<file path="src/rtl/seven_segment_scan_controller.sv">
// Multiplexed 7-seg driver: double-buffered BCD word, round-robin scan with ghost blanking, leading-zero suppression.
// Outputs registered (1 cycle after counters/display state); load always accepted, no backpressure.
module seven_segment_scan_controller #(
  parameter int NUM_DIGITS   = 4,
  parameter int REFRESH_DIV  = 1000,
  parameter int BLANK_CYCLES = 8
) (
  input  logic                    clk,
  input  logic                    rst_n,
  input  logic                    load,
  input  logic [4*NUM_DIGITS-1:0] bcd_in,
  input  logic [NUM_DIGITS-1:0]   dp_in,
  input  logic                    blank_lz,
  output logic [NUM_DIGITS-1:0]   digit_sel,
  output logic [6:0]              seg,
  output logic                    dp,
  output logic                    frame_done,
  output logic                    update_pending
);
  localparam int SW = $clog2(REFRESH_DIV);
  localparam int DW = $clog2(NUM_DIGITS);
  localparam logic PH_BLANK = 1'b0;
  localparam logic PH_DRIVE = 1'b1;

  logic [SW-1:0]           slot_cnt;
  logic [DW-1:0]           digit_idx;
  logic [4*NUM_DIGITS-1:0] disp, pending;
  logic [NUM_DIGITS-1:0]   disp_dp, pending_dp;
  logic [NUM_DIGITS-1:0]   lz_sup;
  logic                    slot_end, frame_end, phase;
  logic [3:0]              cur_bcd;
  logic                    cur_dp, cur_sup;

  function automatic logic [6:0] decode(input logic [3:0] v);
    case (v)
      4'd0:    decode = 7'b1111110;
      4'd1:    decode = 7'b0110000;
      4'd2:    decode = 7'b1101101;
      4'd3:    decode = 7'b1111001;
      4'd4:    decode = 7'b0110011;
      4'd5:    decode = 7'b1011011;
      4'd6:    decode = 7'b1011111;
      4'd7:    decode = 7'b1110000;
      4'd8:    decode = 7'b1111111;
      4'd9:    decode = 7'b1111011;
      default: decode = 7'b0000000;
    endcase
  endfunction

  assign slot_end  = (slot_cnt == SW'(REFRESH_DIV - 1));
  assign frame_end = slot_end && (digit_idx == DW'(NUM_DIGITS - 1));
  assign phase     = (slot_cnt < SW'(BLANK_CYCLES)) ? PH_BLANK : PH_DRIVE;

  // A digit is blank-suppressible when it and every digit above it are zero; digit 0 never is.
  always_comb begin : lz_scan
    logic zero_run;
    zero_run = 1'b1;
    lz_sup   = '0;
    for (int i = NUM_DIGITS - 1; i >= 0; i--) begin
      zero_run  = zero_run & (disp[4*i +: 4] == 4'd0);
      lz_sup[i] = zero_run & (i != 0);
    end
  end

  always_comb begin
    cur_bcd = 4'd0;
    cur_dp  = 1'b0;
    cur_sup = 1'b0;
    for (int i = 0; i < NUM_DIGITS; i++) begin
      if (digit_idx == DW'(i)) begin
        cur_bcd = disp[4*i +: 4];
        cur_dp  = disp_dp[i];
        cur_sup = lz_sup[i] & blank_lz;
      end
    end
  end

  always_ff @(posedge clk or negedge rst_n) begin
    if (!rst_n) begin
      slot_cnt  <= '0;
      digit_idx <= '0;
    end else if (slot_end) begin
      slot_cnt  <= '0;
      digit_idx <= (digit_idx == DW'(NUM_DIGITS - 1)) ? '0 : digit_idx + DW'(1);
    end else begin
      slot_cnt  <= slot_cnt + SW'(1);
    end
  end

  // The displayed word only changes on the frame boundary; a load on that cycle bypasses pending.
  always_ff @(posedge clk or negedge rst_n) begin
    if (!rst_n) begin
      disp           <= '0;
      disp_dp        <= '0;
      pending        <= '0;
      pending_dp     <= '0;
      update_pending <= 1'b0;
    end else begin
      if (load) begin
        pending    <= bcd_in;
        pending_dp <= dp_in;
      end
      if (frame_end) begin
        if (load) begin
          disp    <= bcd_in;
          disp_dp <= dp_in;
        end else if (update_pending) begin
          disp    <= pending;
          disp_dp <= pending_dp;
        end
        update_pending <= 1'b0;
      end else if (load) begin
        update_pending <= 1'b1;
      end
    end
  end

  always_ff @(posedge clk or negedge rst_n) begin
    if (!rst_n) begin
      digit_sel  <= '1;
      seg        <= '0;
      dp         <= 1'b0;
      frame_done <= 1'b0;
    end else begin
      frame_done <= frame_end;
      if (phase == PH_BLANK) begin
        digit_sel <= '1;
        seg       <= '0;
        dp        <= 1'b0;
      end else begin
        digit_sel <= ~(NUM_DIGITS'(1) << digit_idx);
        seg       <= cur_sup ? 7'b0000000 : decode(cur_bcd);
        dp        <= cur_dp;
      end
    end
  end
endmodule

</file>
<file path="config.mk">
export PLATFORM = sky130hd
export DESIGN_NAME = seven_segment_scan_controller
export DESIGN_NICKNAME = d
export VERILOG_FILES = /design/src/rtl/seven_segment_scan_controller.sv
export SDC_FILE = /design/constraint.sdc
export NUM_CORES = 1
export LEC_CHECK = 0
export ABC_CLOCK_PERIOD_IN_PS = 2600
export BUFFER_PORTS_ARGS = -buffer_cell sky130_fd_sc_hd__buf_2
export CAP_MARGIN = 20
export CORE_UTILIZATION = 57
export CTS_CLUSTER_SIZE = 10
export DETAILED_ROUTE_END_ITERATION = 8
export GPL_TIMING_DRIVEN = 0
export PLACE_DENSITY = 0.82
export SLEW_MARGIN = 0
export SYNTH_ARGS = -nofsm -noshare
export SYNTH_HDL_FRONTEND = slang
export SYNTH_SLANG_ARGS = --single-unit
</file>
<file path="constraint.sdc">
create_clock -name clk -period 2.6 [get_ports clk]
set_input_delay 0.26 -clock clk [delete_from_list [all_inputs] [get_ports clk]]
set_output_delay 0.26 -clock clk [all_outputs]
set_load 0.005 [all_outputs]
</file>
# After elaboration in Yosys (flattened, before gate mapping)
# Memory sizes are Yosys's and may differ from the RTL's.
# Index checks and enable logic that the tools add are counted.
[totals] word_cells=57 in_bits=24 ff_bits=66 n_memories=1 romBits=112 mem_bits_rw=0 output_inout_bits=14 latch_bits=0
[op_classes] n_reduce_logical=8 n_mux=23 bitwise=6 multipliers=0 shifts=1 eq_ne=4 div=0 add_sub_neg=2 magnitude_cmp=1
[mem_list] memory="(name not given)" depth=16 word_bits=7 rd=1 rd_ports_with_merged_regs=0 write_ports=0 line="35" source="case (v)"
[ops] operator="16-bit two-way mux" n=2
[ops] operator="4-bit two-way mux" n=7
[ops] operator="7-bit two-way mux" n=2
[ops] operator="4-bit logical NOT" n=3
[ops] operator="10-bit by 1-bit adder with 10-bit output, second input constant" n=1
[ops] operator="10-bit equality test, second input constant" n=1
[ops] operator="10-bit by 4-bit less-than comparator with 1-bit output, second input constant" n=1
[ops] operator="1-bit two-way mux" n=10
[ops] operator="10-bit two-way mux" n=1
[ops] operator="1-bit bitwise AND" n=5
[ops] operator="2-bit equality test, second input constant" n=2
[ops] operator="4-bit inverter" n=1
[ops] operator="2-bit nonzero test" n=2
[ops] operator="1-bit by 2-bit left shift with 4-bit output, first input constant" n=1
[ops] operator="2-bit by 1-bit adder with 2-bit output, second input constant" n=1
[ops] operator="2-bit by 1-bit equality test with 1-bit output, second input constant" n=1
[ops] operator="2-bit logical NOT" n=1
[ops] operator="2-bit two-way mux" n=1
[ops] operator="2-bit AND reduction" n=1
[ops] operator="1-bit logical AND" n=1

# Longest topological paths before layout
# Gate-level depths: netlist of run 1.
[logic_depth] word_depth=9 depth_mapped=10

# Worst setup path after synthesis of run 1
# Ideal clock, no wire load.
[synth_path] kind="reg2reg" from="reg digit_idx[1]" to="reg seg[1]" required_ns=2.480 synth_period_minus_slack_ns=2.083 stages_incl_launch_ff=11 n_path_buf=1 setup_slack_ns=0.517 arrival_time_ns=1.964 setup_ns=0.120 path_cell_list="dfrtp_1 inv_1 ha_1 buf_4 and2b_2 nand2_1 a31oi_1 inv_1 ha_1 nand2b_1 a31o_1"
[synth_via] elab_chain_len=8 elab_cells_between_ends=14 classes_between="3 x eq/ne; 9 x mux; 1 x reduce/logical; 1 x memory"
[synth_rtl] element="from (decl)" line="26" source="logic [DW-1:0] digit_idx;"
[synth_rtl] element="from (signal assigned)" line="84" source="digit_idx <= (digit_idx == DW'(NUM_DIGITS - 1)) ? '0 : digit_idx + DW'(1);"
[synth_rtl] element="2-bit logical NOT" line="70" source="if (digit_idx == DW'(i)) begin"
[synth_rtl] element="4-bit two-way mux (4 in a row)" line="70"
[synth_rtl] element="memory 16 x 7 bit"
[synth_rtl] element="7-bit two-way mux (*)" line="132" source="seg <= cur_sup ? 7'b0000000 : decode(cur_bcd);"
[synth_rtl] element="7-bit two-way mux (*)" line="126" source="if (phase == PH_BLANK) begin"
[synth_rtl] element="to (signal assigned)" line="132"
[synth_rtl] element="to (decl)" line="15" source="output logic [6:0] seg,"
# Every way passes the cells marked *; elsewhere a longest branch is shown, timed or not.
# A chain may end at the register's enable or synchronous reset.

# Worst setup path after layout of run 1
# Ends and elaborated chain as after synthesis.

==> flow_summary.json, run 1 <==
{
  "clockBufferDepth": 2,
  "fin_area_um2": 3460,
  "final-max-slew-violation-count": 0,
  "finish.utilization_pct": 71.8,
  "slew_headroom_pct": 61.2,
  "critPathLaunchType": "register",
  "synthTopCellsByArea": "dfrtp_1, mux2_2, ha_1, dfstp_2, nand2_1",
  "num_vias": 1943,
  "status": "complete, no violations",
  "fin_nets": 317,
  "die_area_um2": 5410,
  "viasPerCell": 5.47,
  "ys.flop_type": "dfrtp_1",
  "synth_top_cell_by_area": "dfrtp_1",
  "synth_edf_count": 0,
  "reg2reg_to": "seg[1]$_DFF_PN0_",
  "ir_worst_vdd_v": 0.000542,
  "synth_seq_cells": 66,
  "arrival_ps": 2470,
  "port_buffers": 37,
  "power-per-cell-area_nw_per_um2": 626,
  "syn2layout_area_growth_pct": 18.4,
  "synthTopCellsByCount": "dfrtp_1, mux2_2, nand2_1",
  "ys_async_sr_fraction_pct": 100,
  "hold_path.class": "primary input to register",
  "dpl.cell_count": 338,
  "grt_use_total_pct": 22.8,
  "skew_ps": 5.20,
  "fmax_ghz": 0.445,
  "rsz0062_at_grt": "no",
  "grt_max_degree": 41,
  "post_cts_buffers": 0,
  "routabilityCongestion": 0.815,
  "antenna_found_initial": 0,
  "io_pins": 38,
  "maxCapViolCount": 0,
  "preCtsSetupSlack_ps": 230,
  "cts_tree": "yes",
  "cp_max_fo": 9,
  "gr-total-overflow": 0,
  "drive_gt1_share_pct": 38.9,
  "dp_hpwl_mm": 3.76,
  "clk_latency_ps": 330,
  "antenna_left": 0,
  "total_power_mw": 2.16,
  "wl_mm": 5.36,
  "setup_viol_count_final": 0,
  "drtPass1Iterations": 4,
  "wl_per_cell_um": 15.1,
  "yosysTopAreaCellShare_pct": 53.1,
  "cp-end-kind": "register",
  "r2r_start": "digit_idx[1]$_DFFE_PN0N_",
  "numClockSinks": 66,
  "hold_viol": 0,
  "coreArea_um2": 4820,
  "clk_pin_slew_ps": 70,
  "die_height_um": 73.6,
  "synth_area_um2": 2920,
  "synth_warnings": 0,
  "crit_type": "register to register",
  "worstHoldEndpoint": "pending[13]$_DFFE_PN0P_",
  "synth_area_per_cell_um2": 12.5,
  "fin_crit_sh_pct": 86.4,
  "grt_pass1_wl_mm": 8.98,
  "hold_depth": 2,
  "worst_slew_pin_slew_ps": 582,
  "p_leak_nw": 1.62,
  "cts_buffers": 9,
  "die_x_um": 73.6,
  "rows": 25,
  "grt_pass1_vias": 1954,
  "min_from": "bcd_in[13]",
  "setup_ws_ps": 353,
  "syn_inst": 233,
  "critPathRequiredTime_ps": 2830,
  "fin_tns_setup_ps": 0,
  "initial_core_util_pct": 60.6,
  "diodes": 0,
  "drt-initial-drc-count": 100,
  "syn-num-nets": 267,
  "r2r_cells": 10,
  "htreeDepth": 3,
  "cts-root-buf": "clkbuf_8",
  "seq_area_frac_synth_pct": 56.7,
  "ys_types": 44,
  "final_cell_count_no_fill": 355,
  "finalCriticalPeriod_ps": 2250,
  "route.detailed.drc": 0,
  "num-fill-cells": 361,
  "placed_area_um2": 3210,
  "hold_slack_ps": 168,
  "synth_most_common_cell": "dfrtp_1",
  "r2r_slack_ps": 350
}
-- worst max-delay path by stage --
stage / from / slack (ps) / endpoint
finish: digit_idx[1]$_DFFE_PN0N_ / 350 / seg[1]$_DFF_PN0_
global route: digit_idx[1]$_DFFE_PN0N_ / 160 / seg[1]$_DFF_PN0_
CTS: digit_idx[1]$_DFFE_PN0N_ / 220 / seg[1]$_DFF_PN0_
detailed placement: digit_idx[1]$_DFFE_PN0N_ / 230 / seg[1]$_DFF_PN0_
global placement: digit_idx[1]$_DFFE_PN0N_ / 290 / seg[1]$_DFF_PN0_
floorplan: digit_idx[1]$_DFFE_PN0N_ / 520 / seg[1]$_DFF_PN0_
-- metal layers --
layer | share of wire, % | global-route usage [%] | wire (um)
met5 | 0 | 0 | 0
met4 | 2.4 | 11.8 | 126
met3 | 4.6 | 4.66 | 249
met2 | 50 | 39.1 | 2680
met1 | 43 | 27.1 | 2300
-- cells in the final DEF, fill, tap and decap left out, types with 2 or more instances in the layout --
cell / instances
xnor2_1: 3
a21oi_1: 5
nor4_1: 3
nand2_1: 20
buf_2: 40
mux2_2: 41
o211ai_1: 2
o21ai_0: 4
nand2b_1: 2
a31o_1: 2
nor2b_1: 2
dfrtp_1: 62
a21o_1: 4
and2_1: 3
buf_4: 3
ha_1: 10
bufinv_16: 3
nand3_1: 6
o22ai_1: 3
nor3_1: 2
clkbuf_8: 9
clkinv_2: 3
mux2i_1: 3
inv_1: 6
xor2_1: 3
nor2_1: 14
dfstp_2: 4
clkbuf_1: 4
-- report_power, final --
| part | internal [mW] | leakage [nW] | total [mW] | switching, mW |
|---|---|---|---|---|
| clock network | 0.632 | 0.120 | 1.01 | 0.373 |
| registers | 1.06 | 0.812 | 1.07 | 0.00789 |
| logic | 0.0453 | 0.686 | 0.0928 | 0.0474 |
-- what timing repair did --
item                                   CTS  global route
endpoints found under the hold margin   22             0
resized for setup                        0             1
hold buffers                             1             0
setup endpoints to repair                0             1
-- worst max-delay path, cell delays in order, from the launching register on --
cell	delay, ps
dfrtp_1	370
inv_1	90
ha_1	190
buf_4	160
and2b_2	240
nand2_1	80
a31oi_2	240
inv_1	180
ha_1	230
nand2b_1	140
a31o_1	210
-- area by class of cell --
class / count / area [um2] / area share, %
flip-flops and latches: 66 / 1660 / 47.9
multi-input cells: 151 / 1190 / 34.6
repair buffers: 39 / 215 / 6.22
clock buffers: 10 / 128 / 3.69
clock inverters: 6 / 105 / 3.04
well taps: 67 / 83.8 / 2.42
plain buffers: 9 / 48.8 / 1.41
inverters: 7 / 26.3 / 0.760
-- logic make-up (layout without fill, tap and decap cells) --
family                     Yosys count  in the layout  synth area share [%]
AOI/OAI and AO/OA                   32             32                  7.76
buffers and inverters               16             71                  2.57
adders and majority gates           10             10                  4.28
muxes                               44             44                  16.8
and+or+nand+nor                     59             59                  10.0
DFF                                 66             66                  56.7
xor gates and xnor gates             6              6                  1.80
-- sequential cells by signal, summed over array words and instances (netlist names), 2 cells and up --
signal / count
disp_dp: 4
seg: 7
slot_cnt: 10
digit_idx: 2
digit_sel: 4
pending: 16
pending_dp: 4
disp: 16
Power figures use the tool's default switching activity.
==> run 2: changes to the inputs <==
--- a/config.mk
+++ b/config.mk
@@ -11,7 +11,7 @@
 export CORE_UTILIZATION = 57
 export CTS_CLUSTER_SIZE = 10
 export DETAILED_ROUTE_END_ITERATION = 8
-export GPL_TIMING_DRIVEN = 0
+export GPL_TIMING_DRIVEN = 1
 export PLACE_DENSITY = 0.82
 export SLEW_MARGIN = 0
 export SYNTH_ARGS = -nofsm -noshare
==> run 2 against run 1 <==
Die area unchanged; sequential share of layout area increased by 1.0 points; flip-flop and latch count unchanged; clock-buffer cell count increased by 5; critical path depth decreased by 1; wire length decreased by 5.4%; clock skew increased by 4.6 ps; design area decreased by 2.1%; final cell count decreased by 2.0%; utilization decreased by 1.5 points.
==> flow_summary.json, run 2 (synthesis gave the netlist of run 1 again) <==
{
  "dpl.cell_count": 331,
  "ir_worst_vdd_v": 0.000370,
  "dp_hpwl_mm": 3.61,
  "die_area_um2": 5410,
  "cp_num_cells": 9,
  "crit_family": "compound AO/OA/AOI/OAI gates",
  "fin_tns_setup_ps": 0,
  "fmax_ghz": 0.433,
  "antenna_left": 0,
  "hold_viol": 0,
  "finish.utilization_pct": 70.3,
  "num-fill-cells": 361,
  "fin_crit_sh_pct": 88.7,
  "worst_slew_pin_slew_ps": 618,
  "route.detailed.drc": 0,
  "skew_ps": 9.81,
  "cp_num_buf_inv": 2,
  "arrival_ps": 2530,
  "fin_nets": 310,
  "clockBufferDepth": 2,
  "drt-initial-drc-count": 120,
  "setup_ws_ps": 293,
  "globalRoute.busiestLayer": "met2",
  "num_vias": 1889,
  "final_cell_mix": "dfrtp_1, mux2_2, buf_2",
  "critPathLaunchType": "register",
  "reg.largest.list": "disp (16), pending (16), slot_cnt (10)",
  "coreArea_um2": 4820,
  "r2r_cells": 9,
  "rsz0062_at_grt": "no",
  "cp_slowest_stage_delay_ps": 370,
  "cts_resized": 0,
  "crit_start": "digit_idx[1]$_DFFE_PN0N_",
  "reg2reg_to": "seg[1]$_DFF_PN0_",
  "syn2layout_area_growth_pct": 16.0,
  "diodes": 0,
  "maxCapViolCount": 0,
  "htreeDepth": 3,
  "status": "complete, no violations",
  "routabilityCongestion": 0.867,
  "cp_slowest_cell": "dfrtp_1",
  "die_x_um": 73.6,
  "gr-usage-met2_pct": 32.8,
  "cts_tree": "yes",
  "grt_use_total_pct": 22.5,
  "numClockSinks": 66,
  "final-max-slew-violation-count": 0,
  "crit_chain": "inv_1 -> ha_1 -> and2b_2 -> nand2_1 -> a31oi_1 -> inv_1 -> ha_1 -> nand2b_1 -> a31o_1",
  "critPathRequiredTime_ps": 2820,
  "total_power_mw": 1.98,
  "port_buffers": 37,
  "power-per-cell-area_nw_per_um2": 585,
  "cts_buffers": 9,
  "hold_path.class": "primary input to register",
  "antenna_found_initial": 0,
  "cp_max_fo": 9,
  "grt_pass1_vias": 1814,
  "setup_viol_count_final": 0,
  "drtPass1Iterations": 5,
  "cp-end-kind": "register",
  "viasPerCell": 5.43,
  "grt_max_degree": 40,
  "layout_commonest_cell": "dfrtp_1",
  "final_cell_count_no_fill": 348,
  "die_height_um": 73.6,
  "io_pins": 38,
  "r2r_slack_ps": 290,
  "wl_per_cell_um": 14.6,
  "endpoint": "seg[1]$_DFF_PN0_",
  "p_leak_nw": 1.58,
  "clk_pin_slew_ps": 70,
  "wl_mm": 5.07,
  "gr-usage-met1_pct": 30.8,
  "crit_type": "register to register",
  "initial_core_util_pct": 60.6,
  "cts-root-buf": "clkbuf_8",
  "finalCriticalPeriod_ps": 2310,
  "clk_latency_ps": 340,
  "r2r_start": "digit_idx[1]$_DFFE_PN0N_",
  "slew_headroom_pct": 58.8,
  "rows": 25,
  "drive_gt1_share_pct": 38.1,
  "gr-total-overflow": 0,
  "preCtsSetupSlack_ps": 320,
  "grt_util_met3_pct": 6.58,
  "grt_pass1_wl_mm": 8.69
}
## run 2: cell count changes in the layout (fill, tap and decap cells not counted), sizes merged
cell	previous run	this run
buf	44	40
bufinv	3	0
clkbuf	13	15
clkinv	3	1
## run 2: how the worst min path moves through the flow
stage / from / to / slack [ps] / cells after the start
2_1_floorplan: rst_n / digit_idx[0]$_DFFE_PN0N_ / -40 / 0
3_3_place_gp: rst_n / pending[12]$_DFFE_PN0P_ / 300 / 1
3_5_place_dp: rst_n / pending[12]$_DFFE_PN0P_ / 310 / 1
4_1_cts: bcd_in[12] / pending[12]$_DFFE_PN0P_ / 150 / 2
5_1_grt: bcd_in[14] / pending[14]$_DFFE_PN0P_ / 160 / 2
6_report: bcd_in[8] / pending[8]$_DFFE_PN0P_ / 170 / 2
## run 2: power by group
group	internal (mW)	total [mW]	switching (mW)
Clock	0.476	0.825	0.350
Combinational	0.0447	0.0912	0.0465
Sequential	1.06	1.06	0.00675
## run 2: metrics by stage
step | cell area, um2 | hold WS [ps]
after floorplan | 2920 | -35.6
after global placement | 3180 | 305
after detailed placement | 3180 | 305
after CTS | 3390 | 150
after global routing | 3390 | 160
final | 3390 | 170
## run 2: layout make-up
cell class	count	area (um2)	share of cell area (%)
Clock inverter	1	5.00	0.148
Multi-Input combinational cell	151	1190	35.1
Inverter	7	26.3	0.776
Sequential cell	66	1660	48.9
Tap cell	67	83.8	2.48
Clock buffer	15	196	5.80
Timing Repair Buffer	41	230	6.80
## run 2: repair_timing
item / in CTS / in global routing
hold buffers: 1 / 0
endpoints found under the hold margin: 23 / 0
buffers inserted: 0 / 0
## run 2: routing by layer
| metal | vias up | part of all wire (%) | wire length [um] |
|---|---|---|---|
| met5 | - | 0 | 0 |
| met4 | 0 | 2.2 | 112 |
| met1 | 919 | 46 | 2330 |
| met2 | 53 | 47 | 2390 |
| li1 | 905 | - | - |
| met3 | 12 | 4.6 | 235 |
